[src/rtl/mcu_pkg.sv]
// mcu_pkg: shared MCU widths, boot frame constants and loader state encoding.
package mcu_pkg;
   localparam int DATA_W = 16;
   localparam int ADDR_W = 8;
   localparam int DEPTH = 1 << ADDR_W;
   localparam logic [DATA_W-1:0] MAGIC = 16'hB007;
   typedef enum logic [2:0] {LD_IDLE, LD_LEN, LD_DATA, LD_CHK, LD_DONE, LD_ERR} ld_state_e;
endpackage

[src/rtl/prog_loader.sv]
// prog_loader: boot-time program memory writer; takes a MAGIC/LEN/payload/CSUM
// stream, writes the payload through a 1-deep write register and releases the CPU once verified.
module prog_loader
   import mcu_pkg::*;
(
   input  logic              clk,
   input  logic              rst,
   input  logic              in_valid,
   input  logic [DATA_W-1:0] in_data,
   output logic              in_ready,
   input  logic              reload,
   output logic [ADDR_W-1:0] rom_addr,
   output logic [DATA_W-1:0] rom_data_out,
   output logic              rom_cs,
   output logic              rom_we,
   output logic              cpu_hold,
   output logic              load_done,
   output logic              load_err
);
   ld_state_e         state_q, state_d;
   logic [ADDR_W:0]   len_q, len_d, idx_q, idx_d, idx_inc;
   logic [DATA_W-1:0] csum_q, csum_d, wdata_q, wdata_d;
   logic [ADDR_W-1:0] addr_q, addr_d;
   logic              wr_q, wr_d, xfer;
   assign in_ready = rst && !reload && (state_q inside {LD_IDLE, LD_LEN, LD_DATA, LD_CHK});
   assign xfer     = in_valid && in_ready;
   assign idx_inc  = idx_q + (ADDR_W+1)'(1);
   always_comb begin
      state_d = state_q;
      len_d   = len_q;
      idx_d   = idx_q;
      csum_d  = csum_q;
      addr_d  = addr_q;
      wdata_d = wdata_q;
      wr_d    = 1'b0;
      if (reload)
         state_d = LD_IDLE;
      else if (xfer)
         case (state_q)
            LD_IDLE: state_d = (in_data == MAGIC) ? LD_LEN : LD_IDLE;
            LD_LEN: begin
               len_d   = in_data[ADDR_W:0];
               idx_d   = '0;
               csum_d  = '0;
               state_d = (in_data == '0 || in_data > DATA_W'(DEPTH)) ? LD_ERR : LD_DATA;
            end
            LD_DATA: begin
               wr_d    = 1'b1;
               addr_d  = idx_q[ADDR_W-1:0];
               wdata_d = in_data;
               csum_d  = csum_q + in_data;
               idx_d   = idx_inc;
               state_d = (idx_inc == len_q) ? LD_CHK : LD_DATA;
            end
            LD_CHK:  state_d = (in_data == csum_q) ? LD_DONE : LD_ERR;
            default: state_d = state_q;
         endcase
   end
   always_ff @(posedge clk or negedge rst) begin
      if (!rst) begin
         state_q <= LD_IDLE;
         len_q   <= '0;
         idx_q   <= '0;
         csum_q  <= '0;
         addr_q  <= '0;
         wdata_q <= '0;
         wr_q    <= 1'b0;
      end else begin
         state_q <= state_d;
         len_q   <= len_d;
         idx_q   <= idx_d;
         csum_q  <= csum_d;
         addr_q  <= addr_d;
         wdata_q <= wdata_d;
         wr_q    <= wr_d;
      end
   end
   assign rom_cs       = wr_q;
   assign rom_we       = wr_q;
   assign rom_addr     = addr_q;
   assign rom_data_out = wdata_q;
   assign cpu_hold     = state_q != LD_DONE;
   assign load_done    = state_q == LD_DONE;
   assign load_err     = state_q == LD_ERR;
endmodule
[config.mk]
export PLATFORM = sky130hd
export DESIGN_NAME = prog_loader
export DESIGN_NICKNAME = d
export VERILOG_FILES = /design/src/rtl/mcu_pkg.sv /design/src/rtl/prog_loader.sv
export SDC_FILE = /design/constraint.sdc
export NUM_CORES = 1
export LEC_CHECK = 0
export CORE_MARGIN = 1
export CORE_UTILIZATION = 45
export CTS_CLUSTER_DIAMETER = 80
export DETAILED_ROUTE_END_ITERATION = 16
export HOLD_SLACK_MARGIN = 0.12
export PLACE_DENSITY = 0.68
export SLEW_MARGIN = 10
export SYNTH_ARGS = -nofsm -noshare
export SYNTH_HDL_FRONTEND = slang
export SYNTH_SLANG_ARGS = --single-unit
[constraint.sdc]
create_clock -name clk -period 3 [get_ports clk]
set_clock_uncertainty 0.15 [all_clocks]
set_input_delay 0.45 -clock clk [delete_from_list [all_inputs] [get_ports clk]]
set_output_delay 0.45 -clock clk [all_outputs]
set_load 0.02 [all_outputs]
==> metrics.md <==
| Metric | Value |
|---|---|
| # setup viols final | `0` |
| Net Sw Frac | `between 20% and 30%` |
| Number of enable flip-flop cells after synthesis | `0` |
| Most common cell in the netlist | `nand2_1` |
| Predominant post-synthesis flop cell | `dfrtp_1` |
| Sequential power share | `about 49%` |
| Postcts setup bufs | `0` |
| Cell total after placement | `around 550` |
| Worst slew pin tran | `0.814 ns` |
| Cell count after synthesis | `slightly below 400` |
| Max Slew Vio Count | `0` |
| Gp weighted congestion | `roughly 0.9` |
| Die Height | `between 90 and 100 um` |
| Leading area contributor after synthesis | `dfrtp_1` |
| Area growth syn-to-layout | `25.1%` |
| Final-report hold violation count | `0` |
| Number of nets with antenna violations after routing | `0` |
| Global-route wire length before repair | `15.1 mm` |
| Worst vdd ir | `approximately 0.23 mV` |
| Synthesized Nets | `between 400 and 500` |
| PD cells | `approximately 380 nW/um2` |
| Cts repair resizes | `0` |
| Distinct cell type count after synthesis | `56` |
| FP Rows | `32` |
| Root buf cell | `clkbuf_8` |
| Worst skew pair latency | `~0.34 ns` |
| Cts bufs inserted | `9` |
| NetSw | `slightly above 400 uW` |
| Wirelength per Cell | `approximately 16 um` |
| Iter 0 DRT Violations | `about 150` |
| Clock Sinks | `62` |
| Netlist Area Pre-Place | `approximately 3600 um2` |
| Int Power | `around 1300 uW` |
| Synth area leaders | `dfrtp_1 43%, nand2_1 9.7%, ha_1 5.5%, o21ai_0 4.7%, xnor2_1 4.1%` |
| Final WL | `9.00 mm` |
| Leak | `between 0.002 and 0.0025 uW` |
| Post-route setup TNS | `0 ns` |
| RSZ-0062 raised after global routing | `no` |
| Gr usage total | `~23%` |
| Avg Cell Area, Syn | `slightly above 9 um2` |
| Outcome | `finished, final reports clean` |
| Hpwl dp | `roughly 6.5 mm` |
| Hold Path Class | `input port to asynchronous set/reset pin` |
| Core box area | `around 7700 um2` |
| Max cap viols | `0` |
| Drt pass-1 iters | `5` |
| Min cycle time layout | `2.67 ns` |
| Seq/Total Area, Yosys | `43.0%` |
| CTS tree | `done` |
| Clk buf depth | `2` |
| Largest net degree at the start of global routing | `63` |
| Hold Buf Count CTS | `0` |
| CP Capture Type | `flip-flop` |
| Gate power share | `roughly 7.5%` |
| DR vias | `3,111` |
| Clock Pin Slew Worst Setup and Hold Paths | `approximately 0.07 ns` |
| Initial Utilization | `a little under half` |
| Post-synth ARST share | `between 90% and 100%` |
| Post-synth top cells | `93 x nand2_1, 62 x dfrtp_1, 34 x o21ai_0` |
| Non-filler cells, final | `roughly 570` |
| Number of inserted diodes | `0` |
| WP data arrival | `2.78 ns` |
| YS warnings | `0` |
| Drc violations | `0` |
| Total gr overflow | `0` |
| Average vias per placed instance | `around 5.5` |
| Seq cells post-synth | `62` |
| Die W | `91.6 um` |
| Crit-path max FO | `3` |
| Num ports | `50` |
| Share of the synthesized area in the top cell type | `a little over two fifths` |
| Layout cells sized above 1 | `a little over an eighth` |
| Nets | `around 500` |
| Overall die area | `~8400 um2` |
| Antenna violations before repair | `0` |
| H-Tree Depth | `3` |
| Number of global-route vias before repair | `roughly 3,000` |
| Slew HR | `a little under half` |
| Clock power share | `a little over two fifths` |
| PortBufs | `49` |
| Final period utilization | `89.1%` |
| Worst path required time | `3.11 ns` |
| CP Class | `input port to flip-flop` |
| Highest clock rate | `~0.37 GHz` |
| CP Launch Type | `input port` |
worst max-delay path, stage by stage:
cell and delay [ns]:
clkdlybuf4s50_1 0.46, ha_1 0.27, fa_1 0.40, a211oi_1 0.35
o211ai_1 0.23, a211oi_1 0.25, o21bai_1 0.11, xnor2_1 0.12
o21ai_0 0.14
area by class of cell:
cell class	instances	area [um2]
tap	102	128
inverter	10	37.5
sequential	62	1550
clock buffer	10	138
clock inverter	6	61.3
fill	661	3210
timing repair buffer	77	696
multi-input combinational	301	1900
sequential cells by signal, summed over array words and instances, names as in the netlist:
register,cells
len_q,9
rom_cs,1
rom_data_out,16
csum_q,16
rom_addr,8
idx_q,9
state_q,3
per-layer routing:
layer / global-route usage [%] / part of all wire (%) / vias to the layer above
li1: - / - / 1515
met2: 34.8 / 45 / 102
met3: 3.77 / 6.9 / 10
met5: 0 / 0 / -
met1: 32.7 / 47 / 1484
met4: 9.66 / 1.5 / 0
power by group through the flow:
stage	clock network, uW	registers [uW]	logic, uW
final	748	836	129
after global routing	801	836	141
after CTS	762	836	130
after detailed placement	0	852	129
after global placement	0	852	128
after floorplan	0	853	50.3
placed cells by master, fill, tap and decap left out, drive strengths merged, types with 11 or more instances in the layout:
cell / netlist / routed
nand2: 93 / 93
nor2: 15 / 15
dfrtp: 62 / 62
buf: 9 / 29
xor2: 11 / 11
a21oi: 12 / 12
clkdlybuf4s50: 0 / 48
xnor2: 17 / 17
o21ai: 35 / 35
ha: 16 / 16
cell families (layout without fill, tap and decap cells):
kind of cell,Yosys count,in the layout,share of synthesized area (%)
AO/OA/AOI/OAI,87,87,15.5
XOR/XNOR,28,28,6.79
adder cells (fa/ha/maj),17,17,6.10
buffers and inverters,28,103,4.44
flip-flops,62,62,43.0
multiplexers,11,11,3.36
AND/OR/NAND/NOR,158,158,20.9
metrics by stage:
step	cell area, um2	total power (uW)	setup WS [ns]	hold WS (ns)	utilization (%)
after floorplan	3610	903	0.643	0.00441	-
final	4520	1710	0.328	0.152	58.4
after detailed placement	4320	981	-0.00359	0.311	55.9
after CTS	4520	1730	0.348	0.195	58.4
after global placement	4320	980	0.0520	0.307	55.9
after global routing	4520	1780	0.0838	0.240	58.4
final timing paths:
check                                 from  slack (ns)              end  cells after the start
setup / recovery                in_data[0]        0.33       csum_q[14]                      9
hold / removal                         rst        0.15           rom_cs                      2
setup reg to reg                 csum_q[0]        0.55       csum_q[14]                      8
hold reg to reg            rom_data_out[6]        0.32  rom_data_out[6]                      2
max in group asynchronous              rst        2.00        csum_q[5]                      2
min in group clk           rom_data_out[6]        0.32  rom_data_out[6]                      2
Note: power is estimated with default switching activity, not from simulation.
